[config.mk]
export PLATFORM = sky130hd
export DESIGN_NAME = integrate_and_dump_clip
export DESIGN_NICKNAME = d
export VERILOG_FILES = /design/src/rtl/integrate_and_dump_clip.sv
export SDC_FILE = /design/constraint.sdc
export NUM_CORES = 1
export LEC_CHECK = 0
export BUFFER_PORTS_ARGS = -buffer_cell sky130_fd_sc_hd__buf_2
export CAP_MARGIN = 30
export CORE_ASPECT_RATIO = 0.6
export CORE_MARGIN = 3
export CORE_UTILIZATION = 45
export DETAILED_ROUTE_END_ITERATION = 10
export PLACE_DENSITY_LB_ADDON = 0.25
export SETUP_SLACK_MARGIN = 0.3
export SYNTH_ARGS = -nofsm -noshare
export SYNTH_HDL_FRONTEND = slang
export SYNTH_SLANG_ARGS = --single-unit
[constraint.sdc]
create_clock -name clk -period 6 [get_ports clk]
set_input_delay 0 -clock clk [delete_from_list [all_inputs] [get_ports clk]]
set_output_delay 0 -clock clk [all_outputs]
set_load 0.01 [all_outputs]
[src/rtl/integrate_and_dump_clip.sv]
// rtl/integrate_and_dump_clip.sv - programmable integrate-and-dump decimator with rounding and clipping
module integrate_and_dump_clip #(
  parameter int WIDTH     = 16,
  parameter int CNT_WIDTH = 8
) (
  input  logic                               clk,
  input  logic                               rst,
  input  logic                               clear,
  input  logic [CNT_WIDTH-1:0]               decim,
  input  logic [$clog2(CNT_WIDTH+1)-1:0]     shift,
  input  logic signed [WIDTH-1:0]            in,
  input  logic                               strobe_in,
  output logic signed [WIDTH-1:0]            out,
  output logic                               strobe_out
);

  localparam int ACC_WIDTH = WIDTH + CNT_WIDTH;
  localparam int SW        = $clog2(CNT_WIDTH + 1);
  localparam logic [SW-1:0] SHIFT_MAX = SW'(CNT_WIDTH);

  // Clip rails expressed at the widened rounding precision
  localparam logic signed [ACC_WIDTH:0] MAX_V =
    {{(ACC_WIDTH-WIDTH+2){1'b0}}, {(WIDTH-1){1'b1}}};
  localparam logic signed [ACC_WIDTH:0] MIN_V =
    {{(ACC_WIDTH-WIDTH+2){1'b1}}, {(WIDTH-1){1'b0}}};

  typedef enum logic {
    IDLE,
    ACCUM
  } state_t;

  state_t                       state;
  logic signed [ACC_WIDTH-1:0]  acc;
  logic [CNT_WIDTH-1:0]         cnt;
  logic [CNT_WIDTH-1:0]         decim_l;
  logic [SW-1:0]                shift_l;

  logic [SW-1:0]                shift_sat;
  logic [CNT_WIDTH-1:0]         decim_eff;
  logic [SW-1:0]                shift_eff;
  logic                         accept;
  logic                         last;
  logic signed [ACC_WIDTH-1:0]  total;
  logic signed [ACC_WIDTH:0]    rnd_add;
  logic signed [ACC_WIDTH:0]    rnd_sum;
  logic signed [ACC_WIDTH:0]    shifted;
  logic signed [WIDTH-1:0]      clipped;

  // Window parameters: the ports apply at a window start, latched copies otherwise
  always_comb begin
    shift_sat = (shift > SHIFT_MAX) ? SHIFT_MAX : shift;
    decim_eff = (state == IDLE) ? decim : decim_l;
    shift_eff = (state == IDLE) ? shift_sat : shift_l;
    accept    = strobe_in && !clear;
    last      = (cnt == decim_eff);
  end

  // Running total including this cycle's sample, then round, shift and clip it
  always_comb begin
    total   = acc + {{CNT_WIDTH{in[WIDTH-1]}}, in};
    rnd_add = '0;
    if (shift_eff != '0) begin
      rnd_add = {{ACC_WIDTH{1'b0}}, 1'b1} << (shift_eff - SW'(1));
    end
    // One extra bit so the rounding offset can never wrap the accumulator value
    rnd_sum = {total[ACC_WIDTH-1], total} + rnd_add;
    shifted = rnd_sum >>> shift_eff;
    if (shifted > MAX_V) begin
      clipped = MAX_V[WIDTH-1:0];
    end else if (shifted < MIN_V) begin
      clipped = MIN_V[WIDTH-1:0];
    end else begin
      clipped = shifted[WIDTH-1:0];
    end
  end

  // Window FSM: accumulate accepted samples, dump on the last one, restart on clear
  always_ff @(posedge clk or negedge rst) begin
    if (!rst) begin
      state      <= IDLE;
      acc        <= '0;
      cnt        <= '0;
      decim_l    <= '0;
      shift_l    <= '0;
      out        <= '0;
      strobe_out <= 1'b0;
    end else begin
      strobe_out <= 1'b0;
      if (clear) begin
        state <= IDLE;
        acc   <= '0;
        cnt   <= '0;
      end else if (accept) begin
        if (state == IDLE) begin
          decim_l <= decim;
          shift_l <= shift_sat;
        end
        if (last) begin
          out        <= clipped;
          strobe_out <= 1'b1;
          acc        <= '0;
          cnt        <= '0;
          state      <= IDLE;
        end else begin
          acc   <= total;
          cnt   <= cnt + CNT_WIDTH'(1);
          state <= ACCUM;
        end
      end
    end
  end

endmodule
### After elaboration in Yosys (flattened, before gate mapping)

Cells that the tools add are included.

* word-level logic and storage cells: 42
* input port bits: 32
* output and inout port bits: 17
* bits in registers: 62

* shift operators: 2
* mux-type cells: 18
* equality and inequality tests: 1
* bitwise operators: 1
* add/subtract/negate cells: 4
* magnitude comparators: 3
* reduce and logical (&&, ||, !) cells: 6

Operator list (count)
* $mux W24: 3
* $mux W16: 2
* $mux W8: 4
* $add A25 B25 Y25: 1
* $gt A25 B16 Y1 const B: 1
* $lt A25 B16 Y1 const B: 1
* $mux W25: 1
* $shl A1 B4 Y25 const A: 1
* $sshr A25 B4 Y25: 1
* $add A24 B24 Y24: 1
* $add A8 B1 Y8 const B: 1
* $eq A8 B8 Y1: 1
* $mux W4: 2
* $mux W1: 6
* $gt A4 B4 Y1 const B: 1
* $reduce_bool A4 Y1: 1
* $sub A4 B1 Y4 const B: 1
* $reduce_and A3 Y1: 1
* $reduce_and A2 Y1: 1
* $reduce_bool A2 Y1: 1
* $logic_and A1 B1 Y1: 1
* $logic_not A1 Y1: 1
* $not A1 Y1: 1

### Depth between registers and ports, before layout

* depth after elaboration: 11
* depth in mapped cells: 24
* gate-level depth less buffers: 21

### Least setup slack after synthesis

OpenSTA, ideal clock, no wires.

* path kind: register to register
* start: register state
* end: register out[10]
* setup slack: 0.156 ns
* buffers on the path: 5
* arrival time: 5.712 ns
* period minus slack after synthesis: 5.844 ns
* required time: 5.868 ns
* cell stages (with the launch flop): 23
* library setup time: 0.132 ns
* cells stage by stage: dfrtp_1 > clkbuf_1 > clkbuf_1 > mux2i_1 > clkbuf_1 > buf_1 > nand2_1 > nor3_1 > inv_1 > fa_1 > nand2b_1 > a21o_1 > a211oi_1 > or3b_1 > and4_1 > and2_1 > a41oi_2 > nor2_1 > o21bai_1 > nand4_1 > o31ai_4 > buf_6 > o22ai_2

* longest elaborated chain between the ends: 9
* elaborated cells on any way between the ends: 14
* those cells by class: add/sub (2); order compare (2); eq/ne (1); shift (2); mux (5); reduce/logical (2)

RTL lines
* from (decl): line 32 `state_t state;`
* from (signal assigned): line 80 `state <= IDLE;`
* from (signal assigned): line 90 `state <= IDLE;`
* from (signal assigned): line 103 `state <= IDLE;`
* $mux W4
* $sub A4 B1 Y4: line 63 `rnd_add = {{ACC_WIDTH{1'b0}}, 1'b1} << (shift_eff - SW'(1));`
* $shl A1 B4 Y25: line 63
* $mux W25: line 62 `if (shift_eff != '0) begin`
* $add A25 B25 Y25: line 66 `rnd_sum = {total[ACC_WIDTH-1], total} + rnd_add;`
* $sshr A25 B4 Y25: line 67 `shifted = rnd_sum >>> shift_eff;`
* $lt A25 B16 Y1: line 70 `end else if (shifted < MIN_V) begin`
* $mux W16: line 70
* $mux W16: line 68 `if (shifted > MAX_V) begin`
* to (signal assigned): line 99 `out <= clipped;`
* to (decl): line 13 `output logic signed [WIDTH-1:0] out,`

Several ways; a longest one is shown, not always the timed one.
A chain may end at the register's enable or synchronous reset.

### Worst setup path after layout

* start: register acc[1]
* end: register out[0]

* longest elaborated chain between the ends: 6
* elaborated cells on any way between the ends: 7
* those cells by class: add/sub (2); order compare (2); shift (1); mux (2)

RTL lines
* from (decl): line 33 `logic signed [ACC_WIDTH-1:0] acc;`
* from (signal assigned): line 105 `acc <= total;`
* $add A24 B24 Y24 *: line 60 `total = acc + {{CNT_WIDTH{in[WIDTH-1]}}, in};`
* $add A25 B25 Y25 *: line 66
* $sshr A25 B4 Y25 *: line 67
* $lt A25 B16 Y1: line 70
* $mux W16: line 70
* $mux W16 *: line 68

Mark *: on every way between the ends. The rest lies on a longest branch, timed or not.

==> results.yml <==
status:
  status: "finished clean"
placed_design:
  port_buffers: 48
  pre_cts_ws_ps: -37.96
  dp.final_hpwl_um: 15260
  routabilityCongestion: 0.9290
critical_path:
  cp.arrival_ps: 5630
  max_stage_delay_ps: 430
  crit_buf_inv: 1
  cpLargestDelayFamily: "compound AO/OA/AOI/OAI gates"
  end_kind: "register"
  crit_chain: "ha_1 > a21oi_1 > nand4b_1 > a211o_4 > and2_4 > nor2b_1 > xnor2_1 > ha_1 > a21oi_1 > o21ai_0 > nor2_1 > or3b_1 > and4_2 > and2_1 > a31oi_4 > a2111oi_4 > o32ai_2 > nand4_1 > o31ai_4 > buf_12 > o22ai_1"
  worst-setup-path-type: "reg -> reg"
  required_ps: 6210
  worstPathMaxFanout: 15
  critPathSlowestCell: "or3b_1"
  startpoint_type: "register"
detailed_routing:
  vias_per_cell: 6.262
  drtIter0Drc: 650
  drc: 0
  wl_um: 20130
  dr.pass1.iters: 6
  vias: 6500
  ant_nets: 0
  wl_per_cell_um: 19.39
sta:
  fin_ws_ps: 582.8
  finalMaxSlewViolations: 0
  worst_pin_slew_ps: 928.9
  relSlewSlack_pct: 37.77
  clock.fmax_ghz: 0.1846
  fin_crit_ps: 5417
  rsz0062_at_grt: "no"
  clock_skew_ps: 7.561
  setup_tns_ps: 0
  whs_ps: 91.39
  setup_viol: 0
  finalHoldViolCount: 0
  finalCritPeriodShare_pct: 90.29
yosys:
  async_reset_ff_share_pct: 100.0
  synth_cell_types: 82
  avgSynthCellArea_um2: 8.411
  netlist_instances: 785
  ys_ff_latch: 62
  syn_area_mm2: 0.006603
  synth_seq_area_share_pct: 23.50
  synth_edf_count: 0
  syn_nets: 859
  yosys_most_used_dff: "dfrtp_1"
  yosysWarnings: 0
grt:
  gr-usage-met2_pct: 35.42
  overflow: 0
  grt_use_met1_pct: 37.80
  grt_max_degree: 63
  grt_busiest_layer: "met1"
  antenna_found_initial: 0
  grt_util_all_layers_pct: 24.76
  grt_pass1_vias: 6141
  grt_pass1_wl_um: 32600
  use_met3_pct: 6.515
layout:
  mostFrequentLayoutCells: "69 x nand2_1, 64 x nor2_1, 62 x dfrtp_1"
  antenna_cells: 0
  syn2layout_area_growth_pct: 17.07
  final_layout_size_suffix_gt1_share_pct: 19.86
  nets: 915
  final_common_cell: "nand2_1"
run:
  cap_violations: 0
clocking:
  clk_pin_slew_ps: 60
  cts_tree: "built"
  cts_made_buffers: 9
  insertion_delay_ps: 340
  cts.sinks: 62
  clock_path_buffers: 2
  cts_root_buffer: "clkbuf_16"
  h-tree-depth: 3
pwr:
  leakagePower_nw: 3.387
  power.share.combinational_pct: 57.2
  swShare_pct: 43.71
  switching_power_mw: 1.136
  seq_power_share_pct: 18.9
  max-vdd-ir-drop_v: 0.0001644
  intPower_mw: 1.463
  power_mw: 2.600
  power_density_mw_per_mm2: 336.3
  p_clk_share_pct: 23.9
worst_hold_path:
  worst_hold_path_type: "in -> reg"
floorplanning:
  start_util_pct: 47.17
  io_pins: 49
  chipHeight_um: 99.83
  die_w_um: 162.4
  core_mm2: 0.01400
  die-area_mm2: 0.01621
  floorplan.rows: 33
==> through the flow <==
stage / cell area (um2) / util, % / std cells
2_1_floorplan: 6605 / - / 785
3_3_place_gp: 7066 / 50.48 / 1004
3_5_place_dp: 7066 / 50.48 / 1004
4_1_cts: 7543 / 53.89 / 1030
5_1_grt: 7730 / 55.22 / 1038
6_report: 7730 / 55.22 / 1038
==> routing by layer <==
| layer | share of wire, % | vias up |
|---|---|---|
| met4 | 0.81 | 0 |
| met5 | 0 | - |
| met3 | 7.7 | 25 |
| met2 | 41 | 246 |
| li1 | - | 3080 |
| met1 | 50 | 3149 |
==> state kept, by name, indices dropped and copies added (netlist names) <==
register,flops
strobe_out,1
out,16
acc,24
state,1
cnt,8
decim_l,8
shift_l,4
==> logic make-up (layout without fill, tap and decap cells) <==
group / after synthesis / count (layout) / share of synthesized area (%)
adder cells (fa/ha/maj): 42 / 42 / 8.186
XOR/XNOR: 46 / 46 / 6.500
AND/OR/NAND/NOR: 258 / 258 / 19.37
AO/OA/AOI/OAI: 266 / 266 / 28.86
multiplexers: 56 / 56 / 9.835
flip-flops: 62 / 62 / 23.50
other: 1 / 1 / 0.05680
buffers and inverters: 54 / 115 / 3.695
==> cells in the mapped netlist, types with 12 or more instances <==
library cell	n	area, um2
ha_1	40	500.5
xnor2_1	27	236.5
nor2_1	66	247.7
o21a_1	14	105.1
mux2i_1	39	390.4
a21oi_1	47	235.2
a21o_1	20	150.1
clkbuf_1	28	105.1
and3_1	12	75.07
xor2_1	17	148.9
nand2_1	69	259.0
o21ai_0	59	295.3
nand3_1	21	105.1
nor3_1	27	135.1
a22o_1	22	192.7
dfrtp_1	62	1551
a211oi_1	13	97.59
==> what timing repair did <==
| item | 4_1_cts | 5_1_grt |
|---|---|---|
| hold endpoints to repair | 70 | 0 |
| hold buffers | 9 | 0 |
| endpoints found under the setup margin | 15 | 15 |
| pin swaps | 1 | 10 |
| setup buffers | 1 | 8 |
| resized for setup | 3 | 20 |
| gates cloned | 0 | 0 |
==> worst paths after layout <==
check	startpoint	to	slack [ps]	cells past startpoint
setup / recovery	acc[1]	out[0]	580	21
hold / removal	in[0]	acc[0]	90	3
setup reg to reg	acc[1]	out[0]	580	21
hold reg to reg	acc[18]	acc[18]	490	2
max in group asynchronous	rst	out[6]	5050	3
min in group asynchronous	rst	acc[20]	380	3
==> layout make-up <==
type | instances | area (um2)
Clock buffer | 9 | 225.2
Clock inverter | 7 | 120.1
Fill cell | 1281 | 6267
Inverter | 10 | 37.54
Multi-Input combinational cell | 669 | 4960
Sequential cell | 62 | 1551
Tap cell | 192 | 240.2
Timing Repair Buffer | 89 | 595.6
==> power groups by stage <==
stage | clock (mW) | combinational (mW) | sequential [mW]
6_report | 0.620 | 1.49 | 0.491
5_1_grt | 0.653 | 1.62 | 0.497
4_1_cts | 0.629 | 1.37 | 0.492
3_5_place_dp | 0 | 1.35 | 0.499
3_3_place_gp | 0 | 1.34 | 0.496
2_1_floorplan | 0 | 1.04 | 0.489
==> tightest hold or removal path: stages <==
cell and delay [ps]:
buf_2 80, ha_1 170, a22o_1 140
Power figures use the tool's default switching activity.
